===== config.mk =====
export PLATFORM = sky130hd
export DESIGN_NAME = mips_avalon_mem_bridge
export DESIGN_NICKNAME = d
export VERILOG_FILES = /design/src/rtl/mips_avalon_mem_bridge.sv
export SDC_FILE = /design/constraint.sdc
export NUM_CORES = 1
export LEC_CHECK = 0
export BUFFER_PORTS_ARGS = -buffer_cell sky130_fd_sc_hd__buf_2
export CELL_PAD_IN_SITES_DETAIL_PLACEMENT = 1
export CELL_PAD_IN_SITES_GLOBAL_PLACEMENT = 2
export CORE_ASPECT_RATIO = 1.1
export CORE_MARGIN = 8
export CORE_UTILIZATION = 32
export CTS_CLUSTER_SIZE = 12
export DETAILED_ROUTE_END_ITERATION = 8
export GPL_ROUTABILITY_DRIVEN = 0
export PLACE_DENSITY = 0.81
export REMOVE_ABC_BUFFERS = 1
export SYNTH_ARGS = -nofsm -noshare
export SYNTH_HDL_FRONTEND = slang
export SYNTH_SLANG_ARGS = --single-unit

===== constraint.sdc =====
create_clock -name clk -period 6.7 [get_ports clk]
set_input_delay 1.34 -clock clk [delete_from_list [all_inputs] [get_ports clk]]
set_output_delay 1.34 -clock clk [all_outputs]
set_load 0.02 [all_outputs]

===== src/rtl/mips_avalon_mem_bridge.sv =====
// Bridges single-word CPU memory requests onto an Avalon-MM master port, with
// alignment checking, waitrequest timeout and a one-cycle completion pulse.
module mips_avalon_mem_bridge #(
  parameter int unsigned TIMEOUT_CYCLES = 256,
  parameter int unsigned CHECK_ALIGN    = 1
) (
  input  logic        clk,
  input  logic        reset,
  input  logic        cpu_req,
  input  logic        cpu_we,
  input  logic [31:0] cpu_addr,
  input  logic [31:0] cpu_wdata,
  input  logic [3:0]  cpu_be,
  output logic [31:0] cpu_rdata,
  output logic        cpu_done,
  output logic        cpu_err,
  output logic        cpu_busy,
  output logic [31:0] avm_address,
  output logic        avm_read,
  output logic        avm_write,
  output logic [31:0] avm_writedata,
  output logic [3:0]  avm_byteenable,
  input  logic        avm_waitrequest,
  input  logic [31:0] avm_readdata
);

  localparam int unsigned CntW = (TIMEOUT_CYCLES > 1) ? $clog2(TIMEOUT_CYCLES) : 1;
  localparam logic [CntW-1:0] CntMax = CntW'(TIMEOUT_CYCLES - 1);

  typedef enum logic [2:0] {StIdle, StIssue, StRdata, StResp, StError} state_e;

  state_e          state_q, state_d;
  logic [CntW-1:0] cnt_q, cnt_d;
  logic            we_q, we_d;

  logic [31:0] cpu_rdata_d, avm_address_d, avm_writedata_d;
  logic [3:0]  avm_byteenable_d;
  logic        cpu_done_d, cpu_err_d, cpu_busy_d, avm_read_d, avm_write_d;

  always_comb begin
    state_d          = state_q;
    cnt_d            = cnt_q;
    we_d             = we_q;
    cpu_rdata_d      = cpu_rdata;
    cpu_done_d       = 1'b0;
    cpu_err_d        = 1'b0;
    avm_address_d    = avm_address;
    avm_writedata_d  = avm_writedata;
    avm_byteenable_d = avm_byteenable;
    avm_read_d       = avm_read;
    avm_write_d      = avm_write;

    unique case (state_q)
      StIdle: begin
        if (cpu_req) begin
          we_d             = cpu_we;
          avm_address_d    = cpu_addr;
          avm_writedata_d  = cpu_wdata;
          avm_byteenable_d = cpu_we ? cpu_be : 4'hF;
          if ((CHECK_ALIGN != 0) && (cpu_addr[1:0] != 2'b00)) begin
            state_d    = StError;
            cpu_done_d = 1'b1;
            cpu_err_d  = 1'b1;
          end else begin
            state_d     = StIssue;
            cnt_d       = '0;
            avm_read_d  = !cpu_we;
            avm_write_d = cpu_we;
          end
        end
      end
      StIssue: begin
        // A strobe is always high in this state, so acceptance is just !waitrequest.
        if (!avm_waitrequest) begin
          avm_read_d  = 1'b0;
          avm_write_d = 1'b0;
          if (we_q) begin
            state_d    = StResp;
            cpu_done_d = 1'b1;
          end else begin
            state_d = StRdata;
          end
        end else if (cnt_q == CntMax) begin
          avm_read_d  = 1'b0;
          avm_write_d = 1'b0;
          state_d     = StError;
          cpu_done_d  = 1'b1;
          cpu_err_d   = 1'b1;
        end else begin
          cnt_d = cnt_q + CntW'(1);
        end
      end
      StRdata: begin
        cpu_rdata_d = avm_readdata;
        state_d     = StResp;
        cpu_done_d  = 1'b1;
      end
      StResp:  state_d = StIdle;
      StError: state_d = StIdle;
      default: state_d = StIdle;
    endcase

    cpu_busy_d = (state_d != StIdle);
  end

  always_ff @(posedge clk or posedge reset) begin
    if (reset) begin
      state_q        <= StIdle;
      cnt_q          <= '0;
      we_q           <= 1'b0;
      cpu_rdata      <= '0;
      cpu_done       <= 1'b0;
      cpu_err        <= 1'b0;
      cpu_busy       <= 1'b0;
      avm_address    <= '0;
      avm_read       <= 1'b0;
      avm_write      <= 1'b0;
      avm_writedata  <= '0;
      avm_byteenable <= '0;
    end else begin
      state_q        <= state_d;
      cnt_q          <= cnt_d;
      we_q           <= we_d;
      cpu_rdata      <= cpu_rdata_d;
      cpu_done       <= cpu_done_d;
      cpu_err        <= cpu_err_d;
      cpu_busy       <= cpu_busy_d;
      avm_address    <= avm_address_d;
      avm_read       <= avm_read_d;
      avm_write      <= avm_write_d;
      avm_writedata  <= avm_writedata_d;
      avm_byteenable <= avm_byteenable_d;
    end
  end

endmodule

== After elaboration in Yosys (flattened, before gate mapping) ==
Cells that the tools add are included.

* Logic and storage cells: 57
* Input port bits: 105
* Bits in registers: 117
* Output and inout bits: 105

* Equal/unequal tests: 8
* Reductions and logical operators: 8
* $add $sub $neg: 1
* Mux-type cells: 28

{| class="wikitable"
|+ Operators by type and width
! cell !! count
|-
| $mux 8 || 4
|-
| $pmux 8 s2 || 1
|-
| $mux 1 || 13
|-
| $mux 3 || 4
|-
| $pmux 3 s3 || 1
|-
| $add 8x1->8 const B || 1
|-
| $eq 8x8->1 const B || 1
|-
| $ne 2x2->1 const B || 4
|-
| $pmux 1 s2 || 3
|-
| $reduce_and 5->1 || 1
|-
| $mux 4 || 1
|-
| $reduce_and 4->1 || 1
|-
| $reduce_bool 2->1 || 2
|-
| $eq 3x1->1 const B || 1
|-
| $eq 3x2->1 const B || 1
|-
| $logic_not 3->1 || 1
|-
| $ne 3x3->1 const B || 1
|-
| $pmux 1 s3 || 1
|-
| $reduce_bool 3->1 || 1
|-
| $reduce_and 2->1 || 1
|-
| $logic_not 1->1 || 1
|}

== Longest topological paths before layout ==
Gate-level depths: netlist (run 1).

* Word-level depth: 5
* Gate-level depth with buffers: 5
* Depth with buffers taken out: 5

== Least setup slack after synthesis (run 1) ==
OpenSTA, ideal clock, no wires.

* Path kind: in2reg
* From: in cpu_addr[0]
* To: reg cnt_q[6]
* Data required time: 6.577 ns
* Setup slack: 4.311 ns
* Path buffers: 0
* Arrival: 2.266 ns
* Stages on the path: 4
* Library setup time: 0.123 ns
* Path through: nor3b_1 > o21ai_0 > or4_1 > mux2i_1

* Cells in the longest elaborated chain, start to end: 3

{| class="wikitable"
|+ Ends and longest elaborated chain
! what !! RTL line !! source
|-
| start: declaration || 11 || <nowiki>input logic [31:0] cpu_addr,</nowiki>
|-
| $reduce_bool 2->1 || 60 || <nowiki>if ((CHECK_ALIGN != 0) && (cpu_addr[1:0] != 2'b00)) begin</nowiki>
|-
| $ne 2x2->1 (no line) || n/a ||
|-
| $reduce_and 5->1 (no line) || n/a ||
|-
| end signal: assignment || 122 || <nowiki>cnt_q <= cnt_d;</nowiki>
|-
| end: declaration || 33 || <nowiki>logic [CntW-1:0] cnt_q, cnt_d;</nowiki>
|}

No other way between the ends.
A chain may end at the register's enable or synchronous reset.

== Worst setup path after layout (run 1) ==
* From: in cpu_req
* To: reg avm_address[10]

* Cells in the longest elaborated chain, start to end: 1

{| class="wikitable"
|+ Ends and longest elaborated chain
! what !! RTL line !! source
|-
| start: declaration || 9 || <nowiki>input logic cpu_req,</nowiki>
|-
| $reduce_and 2->1 (no line) || n/a ||
|-
| end signal: assignment || 128 || <nowiki>avm_address <= avm_address_d;</nowiki>
|-
| end: declaration || 18 || <nowiki>output logic [31:0] avm_address,</nowiki>
|}

No other way between the ends.

==> impl_metrics.ini, run 1 <==
[outcome]
status = complete, no violations

[grt]
grt_antenna_before_repair = 0
grt_pass1_wl_um = 20440
grt-ovfl-total = 0
grtUsageTotal_pct = 14.48
grt_start_max_net_pins = 66
grt_pass1_vias = 3891

[power]
power_density_mw_per_mm2 = 553.3
leakage_nw = 3.084
ir_worst_vdd_mv = 0.2564

[clock_tree]
cts_buffers = 17
clk_latency_ns = 0.41
tritoncts = done
cts_root_buffer = clkbuf_16
clockBufferDepth = 2
htree_num_levels = 4
cts_resized = 0
holdBufCountCts = 0
cts.clk_slew.worst_paths_ns = 0.05
clock-sinks = 117
cts_setup_buffers = 0

[timing]
fin_crit_sh_pct = 43.62
hold_viol = 0
max_slew.worst_pin.slew_ns = 1.064
rsz0062_at_grt = false
skew_ns = 0.004660
whs_ns = 0.4890
fmax_ghz = 0.3422
maxSlewHeadroom_pct = 28.79
fin_setup_tns_ns = 0
drv_slew = 0
setup_violations = 0
period_minus_slack_ns = 2.922

[yosys]
yosysUniqueCellTypes = 37
synth_area_per_cell_um2 = 15.35
synth_area_mm2 = 0.004591
synth_cells = 299
synth_most_common_cell = dfrtp_1
yosysSeqAreaShare_pct = 63.78
synth_top_cell_area_share_pct = 63.78
synthTopCellsByArea = dfrtp_1 (64%), mux2_2 (24%), buf_6 (0.98%), buf_4 (0.82%), nor2_1 (0.82%)
yosysTopAreaCell = dfrtp_1
async_flop_share_pct = 100.0
synth_edf_count = 0
yosysWarnings = 0
synth-seq-cells = 117
ys_dominant_reg_cell = dfrtp_1
synth_common_cells = dfrtp_1 (117), mux2_2 (97), nor2_1 (10), nand2_1 (9), inv_1 (8)

[worst_hold_path]
min_from = cnt_q[7]
whs_path_depth = 1
holdPathEnd = cnt_q[7]
worst_hold_path_type = reg2reg

[detailed_routing]
via_per_inst = 4.554
wl_um = 12930
dr_total_vias = 3297
drcViolationCount = 0
wl_per_cell_um = 17.86
first_pass_iters = 4
ant_nets = 0
drtIter0Drc = 77

[worst_setup_path]
start_kind = input pin
crit_arrival_ns = 3.21
worstReg2RegEnd = avm_address[10]
worstPathMaxFanout = 28
worstPathRequired_ns = 6.99
rr_startpoint = state_q[0]
end_kind = flop
reg2reg_slack_ns = 4.20
path_class = in2reg
rr_worst_depth = 3

[die]
die_x_um = 130.2
core_mm2 = 0.01422
start_util_pct = 32.29
core.rowCount = 46
num_io_pins = 210
die_y_um = 141.6
dieArea_mm2 = 0.01844

[finish]
areaGrowthSynthToFinish_pct = 39.25
antenna_cells = 0
layout.cells.non_filler = 724
post_route_cells_drive_above_1_share_pct = 64.85
fillers = 1581
nNetsFinal = 626
final_design_area_no_fill_mm2 = 0.006392

[placed_design]
place_area_mm2 = 0.005819
dp_cells = 693
place_hpwl_um = 9819
port_buffers = 209

[flow_run]
max_cap_viol_count = 0
==> flip-flops by register name, summed over array words and instances (netlist names) <==
register / count
cnt_q: 8
cpu_done: 1
we_q: 1
avm_write: 1
cpu_rdata: 32
cpu_busy: 1
state_q: 3
avm_writedata: 32
avm_address: 32
avm_byteenable: 4
avm_read: 1
cpu_err: 1
==> per-stage QoR <==
step | setup slack (ns) | util, % | total power [mW]
after detailed placement | 3.325 | 40.93 | 2.716
after global routing | 3.680 | 44.97 | 3.753
after floorplan | 2.029 | - | 2.171
after global placement | 3.383 | 40.93 | 2.657
final | 3.778 | 44.97 | 3.537
after CTS | 3.770 | 44.97 | 3.608
==> worst max path at each step <==
stage | to | start | cells after the start | slack (ns)
finish | avm_address[10] | cpu_req | 4 | 3.78
global route | avm_writedata[31] | cpu_req | 4 | 3.68
CTS | avm_writedata[8] | cpu_req | 4 | 3.77
detailed placement | avm_writedata[23] | cpu_req | 4 | 3.33
global placement | avm_address[9] | cpu_req | 4 | 3.38
floorplan | cnt_q[2] | cpu_req | 4 | 2.03
==> worst max-delay path: stages <==
cell	delay, ns
buf_2	0.09
nor4b_4	0.85
buf_4	0.51
mux2_2	0.39
==> report_power, final <==
group	total, mW	switching [mW]	leakage (nW)	internal (mW)
sequential	1.23	0.178	1.39	1.05
combinational	1.44	0.828	1.42	0.616
clock	0.866	0.310	0.274	0.556
==> cell families after synthesis <==
group | synth area share [%]
AO/OA/AOI/OAI | 4.143
flip-flops | 63.78
buffers and inverters | 2.671
XOR/XNOR | 0.1908
AND/OR/NAND/NOR | 4.716
adder cells (fa/ha/maj) | 0.2725
multiplexers | 24.23
==> routing by layer <==
| metal | vias to the layer above | track usage (%) | routed length, um |
|---|---|---|---|
| met2 | 149 | 23.94 | 6361 |
| met4 | 0 | 7.038 | 260 |
| li1 | 1511 | - | - |
| met1 | 1617 | 14.57 | 4739 |
| met5 | - | 0 | 0 |
| met3 | 20 | 7.733 | 1568 |
==> cell usage in the layout (no fill, tap or decap), types with 2 or more instances in the layout <==
master	count
buf_2	209
dfrtp_1	117
mux2_2	97
clkbuf_16	17
nor2_1	9
nand2_1	9
inv_1	7
o21ai_0	5
clkbuf_8	5
a31oi_1	4
buf_4	4
nand4_1	3
nand2b_1	3
a21o_1	3
clkinvlp_4	3
nand3_1	2
o31ai_1	2
or4_1	2
mux2i_1	2
a21oi_1	2
clkbuf_1	2
clkinv_2	2
==> final cells by class <==
class	instances	area, um^2	area share, %
Clock buffer	24	501.7	7.849
Clock inverter	7	71.32	1.116
Inverter	8	32.53	0.5089
Multi-Input combinational cell	163	1543	24.13
Sequential cell	117	2928	45.80
Tap cell	192	240.2	3.758
Timing Repair Buffer	213	1076	16.83
Power figures use the tool's default switching activity.
==> run 2: changes to the inputs <==
--- a/config.mk
+++ b/config.mk
@@ -10,11 +10,11 @@
 export CELL_PAD_IN_SITES_GLOBAL_PLACEMENT = 2
 export CORE_ASPECT_RATIO = 1.1
 export CORE_MARGIN = 8
-export CORE_UTILIZATION = 32
+export CORE_UTILIZATION = 27
 export CTS_CLUSTER_SIZE = 12
 export DETAILED_ROUTE_END_ITERATION = 8
 export GPL_ROUTABILITY_DRIVEN = 0
-export PLACE_DENSITY = 0.81
+export PLACE_DENSITY = 0.73
 export REMOVE_ABC_BUFFERS = 1
 export SYNTH_ARGS = -nofsm -noshare
 export SYNTH_HDL_FRONTEND = slang
==> constraint.sdc (replaced) <==
create_clock -name clk -period 2.4 [get_ports clk]
set_input_delay 0.48 -clock clk [delete_from_list [all_inputs] [get_ports clk]]
set_output_delay 0.48 -clock clk [all_outputs]
set_load 0.02 [all_outputs]
==> run 2 against run 1 <==
Combinational power rose to 2.8 times the previous value. Critical endpoint is now cnt_q[2]. Design area rose by 2.3%. Highest routed layer unchanged. Register-to-register slack got worse by 3.7 ns. Critical path type is now reg2reg. Hold slack got worse by 0.37 ns.
==> impl_metrics.ini, run 2 (synthesis results as in run 1) <==
[power]
p_clk_share_pct = 26.6
pwr-share-comb_pct = 39.9
intPower_mw = 6.543
pwr-share-seq_pct = 33.5
ir_worst_vdd_mv = 0.5467
power_density_mw_per_mm2 = 1561
p_switching_mw = 3.671
finalPower_mw = 10.21
swShare_pct = 35.94
leakage_nw = 3.151

[timing]
fin_setup_tns_ns = 0
rsz0062_at_grt = false
skew_ns = 0.006847
fmax_ghz = 0.5302
setup_violations = 0
hold_viol = 0
max_slew.worst_pin.slew_ns = 0.5131
period_minus_slack_ns = 1.886
maxSlewHeadroom_pct = 65.79
fin_crit_sh_pct = 78.59
drv_slew = 0

[clock_tree]
cts_setup_buffers = 0
cts.clk_slew.worst_paths_ns = 0.05
clock-sinks = 117
holdBufCountCts = 0
clk_latency_ns = 0.41
cts_root_buffer = clkbuf_16
htree_num_levels = 4
tritoncts = done
clockBufferDepth = 2
cts_buffers = 17
cts_resized = 0

[die]
core_mm2 = 0.01683
die_y_um = 152.8
num_io_pins = 210
start_util_pct = 27.28
core.rowCount = 50
die_x_um = 140.3
dieArea_mm2 = 0.02144

[worst_setup_path]
cp_cell_sequence = nor4b_4, buf_4, nand2_1, o311ai_0, o31ai_1
end_kind = flop
worstPathRequired_ns = 2.67
start_kind = flop
worstPathMaxFanout = 12
slowest_stage = nor4b_4
path_class = reg2reg
slowest_delay_ns = 0.51
crit_arrival_ns = 2.16
path_delay_family = simple AND/OR/NAND/NOR gates
cp_num_buf_inv = 1

[grt]
grt_start_max_net_pins = 56
grt_pass1_wl_um = 21200
grtUsageTotal_pct = 12.65
grt_pass1_vias = 3746
grt-ovfl-total = 0
grt_antenna_before_repair = 0

[detailed_routing]
wl_per_cell_um = 17.69
wl_met2_um = 6296
wl_um = 13140
via_per_inst = 4.485
drtIter0Drc = 94
highest_layer = met4
drcViolationCount = 0
wl_met1_um = 5079
dr_total_vias = 3332
route.met3.wl_um = 1584
ant_nets = 0
first_pass_iters = 4

[finish]
multiInputGateArea_mm2 = 0.001543
fillers = 1826
top_regs = avm_address x32, avm_writedata x32, cpu_rdata x32
final_common_cell = buf_2
areaGrowthSynthToFinish_pct = 42.52
final_cell_mix = buf_2 (209), dfrtp_1 (117), mux2_2 (97)
utilization_pct = 38.88
post_route_cells_drive_above_1_share_pct = 65.36
nNetsFinal = 629
seqCellArea_mm2 = 0.002928

[placed_design]
port_buffers = 209
place_hpwl_um = 10090

[flow_run]
max_cap_viol_count = 0

[outcome]
status = complete, no violations

[worst_hold_path]
worst_hold_path_type = in2async
-- run 2: cell count changes in the layout (fill, tap and decap cells not counted), sizes merged --
cell and delta:
diode +1, clkbuf -2, clkinvlp -2, bufinv +3
buf +3
-- run 2: final cells by class --
type | instances | area share [%]
Inverter | 8 | 0.4972
Clock buffer | 22 | 7.554
Sequential cell | 117 | 44.75
Antenna cell | 1 | 0.03825
Timing Repair Buffer | 216 | 17.36
Tap cell | 208 | 3.978
Multi-Input combinational cell | 163 | 23.58
Clock inverter | 8 | 2.238
-- run 2: power groups by stage --
| stage | Combinational (mW) | Clock [mW] | Sequential [mW] |
|---|---|---|---|
| after floorplan | 1.52 | 0 | 4.54 |
| after global placement | 4.07 | 0 | 3.40 |
| after detailed placement | 4.17 | 0 | 3.45 |
| after CTS | 4.16 | 2.81 | 3.44 |
| after global routing | 4.39 | 2.89 | 3.56 |
| final | 4.07 | 2.72 | 3.42 |
-- run 2: metal layers --
layer  global-route usage, %  vias to the layer above
li1                        -                     1519
met1                   13.92                     1660
met4                   4.865                        0
met3                   7.239                       14
met2                   19.82                      139
met5                       0                        -
-- run 2: metrics by stage --
step	instance area, um^2	worst slack (ns)	instances	hold slack (ns)
after floorplan	4498	-1.467	288	0.4484
after global placement	5899	0.4929	712	0.4786
after detailed placement	5899	0.4792	712	0.4824
after CTS	6540	0.4515	742	0.1194
after global routing	6540	0.3371	742	0.1378
final	6543	0.5139	743	0.1177
-- run 2: worst paths after layout --
check                        startpoint                end  slack (ns)  cells past startpoint
min in group clk           cpu_addr[29]    avm_address[29]        0.30                      2
setup reg to reg             state_q[0]           cnt_q[2]        0.51                      5
hold reg to reg                cnt_q[7]           cnt_q[7]        0.48                      1
setup / recovery             state_q[0]           cnt_q[2]        0.51                      5
hold / removal                    reset  avm_writedata[31]        0.12                      2
max in group asynchronous         reset    avm_address[19]        1.67                      3
